## src/rtl/pattern_gen.sv

```systemverilog
// ---------------------------------------------------------------------------
// pattern_gen
//   Stimulus source that emits a valid/ready stream of DATA_W-bit words for a
//   programmed number of beats. The word sequence follows one of four modes:
//   increment, rotate-left, Galois LFSR, or constant.
//
//   Build option: PATTERN_GEN_LFSR_EN
//     defined   - mode 2 is a Galois LFSR using LFSR_POLY; seed 0 becomes 1.
//     undefined - LFSR logic is absent; mode 2 behaves as increment and the
//                 seed is used unaltered.
//
// Ports
//   i_clk        system clock, rising edge
//   i_rst_n      asynchronous active-low reset
//   i_start      one-cycle run request, honoured only in IDLE
//   i_mode       pattern select: 0 inc, 1 rotl, 2 LFSR, 3 constant
//   i_seed       first data word of the run
//   i_len        number of beats to emit
//   o_out_data   current word
//   o_out_valid  o_out_data is valid
//   i_out_ready  consumer accepts the word this cycle
//   o_busy       high while in RUN or DONE
//   o_done       one-cycle pulse at end of run
//   o_count      beats accepted in the current/last run
//
// State table
//   IDLE | waiting for start; count holds the last run's total
//   RUN  | presenting words, advancing on each accepted beat
//   DONE | single-cycle done pulse, then back to IDLE
// ---------------------------------------------------------------------------
module pattern_gen #(
    parameter int                DATA_W    = 8,
    parameter int                LEN_W     = 16,
    parameter logic [DATA_W-1:0] LFSR_POLY = 8'hB8
) (
    input  logic              i_clk,
    input  logic              i_rst_n,
    input  logic              i_start,
    input  logic [1:0]        i_mode,
    input  logic [DATA_W-1:0] i_seed,
    input  logic [LEN_W-1:0]  i_len,
    output logic [DATA_W-1:0] o_out_data,
    output logic              o_out_valid,
    input  logic              i_out_ready,
    output logic              o_busy,
    output logic              o_done,
    output logic [LEN_W-1:0]  o_count
);

    localparam logic [1:0] S_IDLE = 2'd0;
    localparam logic [1:0] S_RUN  = 2'd1;
    localparam logic [1:0] S_DONE = 2'd2;

    logic [1:0]        r_state;
    logic [1:0]        r_mode;
    logic [LEN_W-1:0]  r_len;
    logic [LEN_W-1:0]  r_count;
    logic [DATA_W-1:0] r_data;

    logic              w_beat;
    logic [LEN_W-1:0]  w_count_nxt;
    logic [DATA_W-1:0] w_seed_init;
    logic [DATA_W-1:0] w_data_nxt;

    function automatic logic [DATA_W-1:0] f_next(input logic [1:0]        m,
                                                 input logic [DATA_W-1:0] d);
        logic [DATA_W-1:0] v;
        v = d;
        case (m)
            2'd0: v = d + 1'b1;
            2'd1: v = {d[DATA_W-2:0], d[DATA_W-1]};
`ifdef PATTERN_GEN_LFSR_EN
            2'd2: v = d[0] ? ((d >> 1) ^ LFSR_POLY) : (d >> 1);
`else
            2'd2: v = d + 1'b1;
`endif
            default: v = d;
        endcase
        return v;
    endfunction

    // An all-zero LFSR state would lock up, so the seed is nudged to 1.
`ifdef PATTERN_GEN_LFSR_EN
    assign w_seed_init = ((i_mode == 2'd2) && (i_seed == '0)) ?
                         {{(DATA_W-1){1'b0}}, 1'b1} : i_seed;
`else
    assign w_seed_init = i_seed;
`endif

    // Valid is decoded purely from state, so ready never feeds back into it.
    assign o_out_valid = (r_state == S_RUN);
    assign w_beat      = o_out_valid & i_out_ready;
    assign w_count_nxt = r_count + 1'b1;
    assign w_data_nxt  = f_next(r_mode, r_data);

    always_ff @(posedge i_clk or negedge i_rst_n) begin
        if (!i_rst_n) begin
            r_state <= S_IDLE;
            r_mode  <= 2'd0;
            r_len   <= '0;
            r_count <= '0;
            r_data  <= '0;
        end else begin
            case (r_state)
                S_IDLE: begin
                    if (i_start) begin
                        r_mode  <= i_mode;
                        r_len   <= i_len;
                        r_count <= '0;
                        r_data  <= w_seed_init;
                        r_state <= (i_len == '0) ? S_DONE : S_RUN;
                    end
                end
                S_RUN: begin
                    if (w_beat) begin
                        r_count <= w_count_nxt;
                        r_data  <= w_data_nxt;
                        if (w_count_nxt == r_len) begin
                            r_state <= S_DONE;
                        end
                    end
                end
                S_DONE: begin
                    r_state <= S_IDLE;
                end
                default: begin
                    r_state <= S_IDLE;
                end
            endcase
        end
    end

    assign o_out_data = r_data;
    assign o_busy     = (r_state == S_RUN) || (r_state == S_DONE);
    assign o_done     = (r_state == S_DONE);
    assign o_count    = r_count;

endmodule

```

## config.mk

```make
export PLATFORM = sky130hd
export DESIGN_NAME = pattern_gen
export DESIGN_NICKNAME = d
export VERILOG_FILES = /design/src/rtl/pattern_gen.sv
export SDC_FILE = /design/constraint.sdc
export NUM_CORES = 1
export LEC_CHECK = 0
export BUFFER_PORTS_ARGS = -buffer_cell sky130_fd_sc_hd__buf_2
export CAP_MARGIN = 15
export CORE_MARGIN = 3
export CORE_UTILIZATION = 30
export CTS_CLUSTER_DIAMETER = 120
export DETAILED_ROUTE_END_ITERATION = 8
export SLEW_MARGIN = 25
export SYNTH_ARGS = -nofsm -noshare
export SYNTH_HDL_FRONTEND = slang
export SYNTH_SLANG_ARGS = --single-unit
```

## constraint.sdc

```tcl
create_clock -name i_clk -period 6.22 [get_ports i_clk]
set_input_delay 1.244 -clock i_clk [delete_from_list [all_inputs] [get_ports i_clk]]
set_output_delay 1.244 -clock i_clk [all_outputs]
set_load 0.05 [all_outputs]
```

# Word-level counts from Yosys, hierarchy flattened
# Index checks and enable logic that the tools add are counted.
[totals] regBits=44 input_bits=30 wordCells=39
[op_classes] add_sub_neg=2 n_eq_ne=9 mux=12 bitwise=1 n_reduce_logical=10
[ops] op="2-to-1 mux 16 bit" n=2
[ops] op="one-hot mux 16 bit (2 select lines)" n=1
[ops] op="one-hot mux 8 bit (2 select lines)" n=2
[ops] op="adder 16 x 1 -> 16 bit (second input constant)" n=1
[ops] op="equality test 16 bit" n=1
[ops] op="zero test 16 bit" n=1
[ops] op="2-to-1 mux 8 bit" n=2
[ops] op="adder 8 x 1 -> 8 bit (second input constant)" n=1
[ops] op="2-to-1 mux 2 bit" n=4
[ops] op="AND reduction 3 bit" n=2
[ops] op="equality test 2 x 1 -> 1 bit (second input constant)" n=2
[ops] op="equality test 2 bit (second input constant)" n=2
[ops] op="zero test 2 bit" n=2
[ops] op="inequality test 2 x 1 -> 1 bit (second input constant)" n=2
[ops] op="one-hot mux 2 bit (2 select lines)" n=1
[ops] op="AND reduction 4 bit" n=1
[ops] op="inequality test 3 x 2 -> 1 bit (second input constant)" n=1
[ops] op="inequality test 2 bit (second input constant)" n=1
[ops] op="AND reduction 2 bit" n=1
[ops] op="nonzero test 2 bit" n=1
[ops] op="OR reduction 2 bit" n=1
[ops] op="bitwise AND 1 bit" n=1
[ops] op="logical OR 1 bit" n=1

# Depth between registers and ports, before layout
[depth] word_depth=5 mapped_depth=10

# Least setup slack after synthesis
# Ideal clock, no wire load.
[synth_timing] path_type="register -> register" startpoint="register r_count[0], in the netlist o_count[0]" endpoint="register r_state[0]" t_arrival_ns=2.711 required_ns=6.140 slack_ns=3.428 stages_incl_launch_ff=9 path_buffers=0 path_cell_list="dfrtp_1 > ha_1 > nand3_2 > or3_1 > a22oi_2 > nand4_2 > nor4_4 > mux2_4 > o211ai_2"
[synth_via] elab_chain_cells=4
[synth_rtl] element="start: declaration" line="57" rtl="logic [LEN_W-1:0] r_count;"
[synth_rtl] element="start signal: assignment" line="116" rtl="r_count <= w_count_nxt;"
[synth_rtl] element="adder 16 x 1 -> 16 bit" line="93" rtl="assign w_count_nxt = r_count + 1'b1;"
[synth_rtl] element="equality test 16 bit" line="118" rtl="if (w_count_nxt == r_len) begin"
[synth_rtl] element="inequality test 2 x 1 -> 1 bit (no line)"
[synth_rtl] element="AND reduction 3 bit (no line)"
[synth_rtl] element="end signal: assignment" line="111" rtl="r_state <= (i_len == '0) ? S_DONE : S_RUN;"
[synth_rtl] element="end: declaration" line="54" rtl="logic [1:0] r_state;"
# No other way between the ends.
# A chain may end at the register's enable or synchronous reset.

# Worst setup path after layout
[layout_timing] startpoint="register r_state[1]" endpoint="output port o_out_valid"
[layout_via] elab_chain_cells=1
[layout_rtl] element="equality test 2 x 1 -> 1 bit" line="91" rtl="assign o_out_valid = (r_state == S_RUN);"
[layout_rtl] element="end: declaration" line="43" rtl="output logic o_out_valid,"
# No other way between the ends.

==> tab_implementation.tex <==
\begin{tabular}{lr}
\hline
Metric & Value \\
\hline
\multicolumn{2}{l}{\textbf{Drt}} \\
Count of TritonRoute iterations in the first routing pass & 4 \\
Total number of vias & 2,475 \\
Ratio of routed vias to standard cells & 5.17 \\
Final routed wire length divided by cell count & 14.8 um \\
Iter 0 DRT Violations & 77 \\
Overall routed net length & 7.09 mm \\
Final routed DRC violation total & 0 \\
Residual antenna-violating net count after detailed routing & 0 \\
\multicolumn{2}{l}{\textbf{Layout}} \\
Most frequent cells in the layout & sky130\_fd\_sc\_hd\_\_buf\_2 (55), sky130\_fd\_sc\_hd\_\_dfrtp\_1 (44), sky130\_fd\_sc\_hd\_\_nand2\_1 (28), sky130\_fd\_sc\_hd\_\_o21ai\_0 (27), sky130\_fd\_sc\_hd\_\_mux2\_2 (21) \\
Diodes inserted & 0 \\
Share of cells above drive strength 1 & 29.4\% \\
Final non-filler cell total & 479 \\
Synthesis-to-finish area growth & 16.9\% \\
Final \#Nets & 384 \\
Most common library cell in the layout ignoring fill and taps & sky130\_fd\_sc\_hd\_\_buf\_2 \\
Utilization after layout & 36.2\% \\
\multicolumn{2}{l}{\textbf{CTS}} \\
Maximum level of the CTS H-tree & 2 \\
Number of clock sinks seen by CTS & 44 \\
Clock root buffer & sky130\_fd\_sc\_hd\_\_clkbuf\_8 \\
Clk\_lat worst skew & 0.30 ns \\
Post-CTS Setup Repair Bufs & 0 \\
Clock slew seen by the registers of the worst setup and hold paths & 0.08 ns \\
Total clock buffers created by CTS & 5 \\
Number of buffers added to fix hold violations after cts & 0 \\
Number of gates given a new drive strength after cts & 0 \\
Maximum clock insertion buffer count & 2 \\
Clock tree from TritonCTS & built \\
\multicolumn{2}{l}{\textbf{Setup path}} \\
Setup CP Type & reg -> out \\
Type of destination of the critical path & primary output \\
Endpoint required time on the critical path & 4.98 ns \\
RR Startpoint & o\_count[0]\$\_DFFE\_PN0P\_ \\
Register-to-register path setup slack & 3.41 ns \\
Buf/Inv on CP & 2 \\
Worst path top cell family by delay & adder cells \\
Worst r2r path cells & 8 \\
Nature of the critical path startpoint & register \\
CP max stage cell & sky130\_fd\_sc\_hd\_\_ha\_1 \\
Cell-by-cell listing of the critical path & inv\_1 > ha\_1 > buf\_2 \\
Worst endpoint data arrival time & 1.81 ns \\
Maximum fanout count along the critical path & 20 \\
Reg-to-Reg End & r\_state[0]\$\_DFFE\_PN0P\_ \\
Slowest Stage Delay on Critical Path & 0.61 ns \\
\multicolumn{2}{l}{\textbf{Timing}} \\
Tcrit/Tclk final & 49.1\% \\
Transition time of the tightest slew-check pin & 0.845 ns \\
Relative slew margins & 43.5\% \\
Maximum clock frequency & 327 MHz \\
Setup tns final & 0 ns \\
Final slew viol count & 0 \\
Post-Route Skew & 0.00700 ns \\
Final critical-path required period & 3.06 ns \\
Finish-stage setup viols & 0 \\
RSZ-0062 raised after global routing & false \\
Hold violation count in the final report & 0 \\
\multicolumn{2}{l}{\textbf{Synthesis}} \\
Post-synth top area share & 38.4\% \\
Mapped Area & 2860 um2 \\
Most used flip-flop cell after synthesis & sky130\_fd\_sc\_hd\_\_dfrtp\_1 \\
Yosys reg bits & 44 \\
Number of enable-type register cells in the synthesized netlist & 0 \\
Syn Area/Cell & 9.55 um2 \\
Cell taking the most area after synthesis & sky130\_fd\_sc\_hd\_\_dfrtp\_1 \\
Sequential share of the synthesized area & 38.4\% \\
Fraction of registers with async set or reset after synthesis & 100\% \\
Warnings from Yosys & 0 \\
Synthesized netlist cell count & 300 \\
Number of nets in the synthesized netlist & 335 \\
Leading cell types by total area after synthesis & sky130\_fd\_sc\_hd\_\_dfrtp\_1 (38\%), sky130\_fd\_sc\_hd\_\_mux2\_2 (8.3\%), sky130\_fd\_sc\_hd\_\_o21ai\_0 (4.7\%), sky130\_fd\_sc\_hd\_\_xnor2\_1 (4.0\%), sky130\_fd\_sc\_hd\_\_nand2\_1 (3.7\%) \\
Distinct cell type count of the synthesized netlist & 56 \\
\multicolumn{2}{l}{\textbf{Hold path}} \\
Classification of the worst-slack hold path & reg -> reg \\
Min-delay src & r\_len[15]\$\_DFFE\_PN0P\_ \\
Worst Hold Path Cells & 1 \\
WHS Endpoint & r\_len[15]\$\_DFFE\_PN0P\_ \\
\multicolumn{2}{l}{\textbf{Global routing}} \\
Maximum number of pins on one net before global-route repair & 45 \\
Number of antenna violations at the first check in global routing & 0 \\
Total global-route track usage & 13.6\% \\
First-pass GRT wire length & 12.1 mm \\
Via count of the first global-routing pass & 2,408 \\
Total global routing overflow & 0 \\
\multicolumn{2}{l}{\textbf{Floorplanning}} \\
Initial cell density of the core & 31.0\% \\
Die outline height & 104 um \\
Core area & 9240 um2 \\
Placement Rows & 35 \\
Die footprint & 10,800 um2 \\
Width of the die & 104 um \\
Number of primary I/O pins & 57 \\
\multicolumn{2}{l}{\textbf{Flow run}} \\
Max cap viols & 0 \\
\multicolumn{2}{l}{\textbf{Power}} \\
Power per standard cell area & 456 nW/um2 \\
Clock share of power & 14.7\% \\
Power after layout & 1.53 mW \\
Worst IR drop on VDD & 266 uV \\
Power spent charging and discharging nets & 717 uW \\
Share of total power consumed by net switching & 47.0\% \\
Total internal power & 809 uW \\
Portion of total power attributed to sequential cells & 33.3\% \\
Static leakage & 1.45 nW \\
Logic gate share of total power & 51.9\% \\
\multicolumn{2}{l}{\textbf{Placed design}} \\
DP HPWL & 5.23 mm \\
Count of placed standard cells including taps & 471 \\
Routability cong. & 0.792 \\
Quantity of I/O buffers inserted on ports & 56 \\
\multicolumn{2}{l}{\textbf{Status}} \\
Result of the run & finished clean \\
\hline
\end{tabular}
==> registers in the layout (all words and copies together), names as in the netlist <==
| signal | cells |
|---|---|
| o_count | 16 |
| r_len | 16 |
| r_state | 2 |
| o_out_data | 8 |
| r_mode | 2 |
==> logic make-up (layout without fill, tap and decap cells) <==
kind of cell	count (synthesis)	count (layout)	synth area share [%]
AOI/OAI and AO/OA	83	83	18.7
xor gates and xnor gates	16	16	4.89
buffers and inverters	24	74	4.24
DFF	44	44	38.4
and+or+nand+nor	103	103	21.8
adders and majority gates	5	5	2.18
muxes	25	25	9.83
==> final cells by class <==
class,count,area (um2)
clock buffers,5,68.8
clock inverters,3,47.5
fillers,964,5890
inverters,9,33.8
multi-input cells,232,1650
flip-flops and latches,44,1100
well taps,129,161
repair buffers,57,290
==> synthesized netlist by cell type, types with 7 or more instances <==
master                      n
sky130_fd_sc_hd__a21oi_1   17
sky130_fd_sc_hd__a31oi_1    7
sky130_fd_sc_hd__clkbuf_1   8
sky130_fd_sc_hd__dfrtp_1   44
sky130_fd_sc_hd__inv_1      9
sky130_fd_sc_hd__mux2_2    21
sky130_fd_sc_hd__nand2_1   28
sky130_fd_sc_hd__nand3_1   11
sky130_fd_sc_hd__nor2_1    20
sky130_fd_sc_hd__o21ai_0   27
sky130_fd_sc_hd__xnor2_1   13
==> stage by stage <==
step	hold slack (ns)	worst slack, ns	cell area (um2)
2_1_floorplan	0.481	3.43	2860
3_3_place_gp	0.512	3.18	3230
3_5_place_dp	0.518	3.11	3230
4_1_cts	0.538	3.18	3340
5_1_grt	0.546	3.03	3350
6_report	0.535	3.16	3350
==> worst max-delay path by stage <==
stage,from,end,slack [ns],depth (start not counted)
3_5_place_dp,i_start,o_out_data[1]$_DFFE_PN0P_,3.11,7
2_1_floorplan,o_count[0]$_DFFE_PN0P_,r_state[0]$_DFFE_PN0P_,3.43,8
6_report,r_state[1]$_DFFE_PN0P_,o_out_valid,3.16,3
4_1_cts,r_state[1]$_DFFE_PN0P_,o_out_valid,3.18,3
5_1_grt,r_state[1]$_DFFE_PN0P_,o_out_valid,3.03,3
3_3_place_gp,i_start,o_out_data[1]$_DFFE_PN0P_,3.18,7
==> layer usage <==
layer  wire length, um  vias up  global-route usage [%]
met5                 0        -                       0
met4                43        0                    2.66
met3               302        4                    2.74
met2              3290       63                    21.8
met1              3460     1203                    19.1
li1                  -     1205                       -
==> power by group through the flow <==
| stage | Combinational (mW) | Clock (mW) | Sequential, mW |
|---|---|---|---|
| finish | 0.793 | 0.225 | 0.509 |
| global route | 0.877 | 0.246 | 0.528 |
| CTS | 0.795 | 0.233 | 0.509 |
| detailed placement | 0.793 | 0 | 0.513 |
| global placement | 0.771 | 0 | 0.512 |
| floorplan | 0.543 | 0 | 0.583 |
No activity file was read; power rests on OpenSTA's default activity.
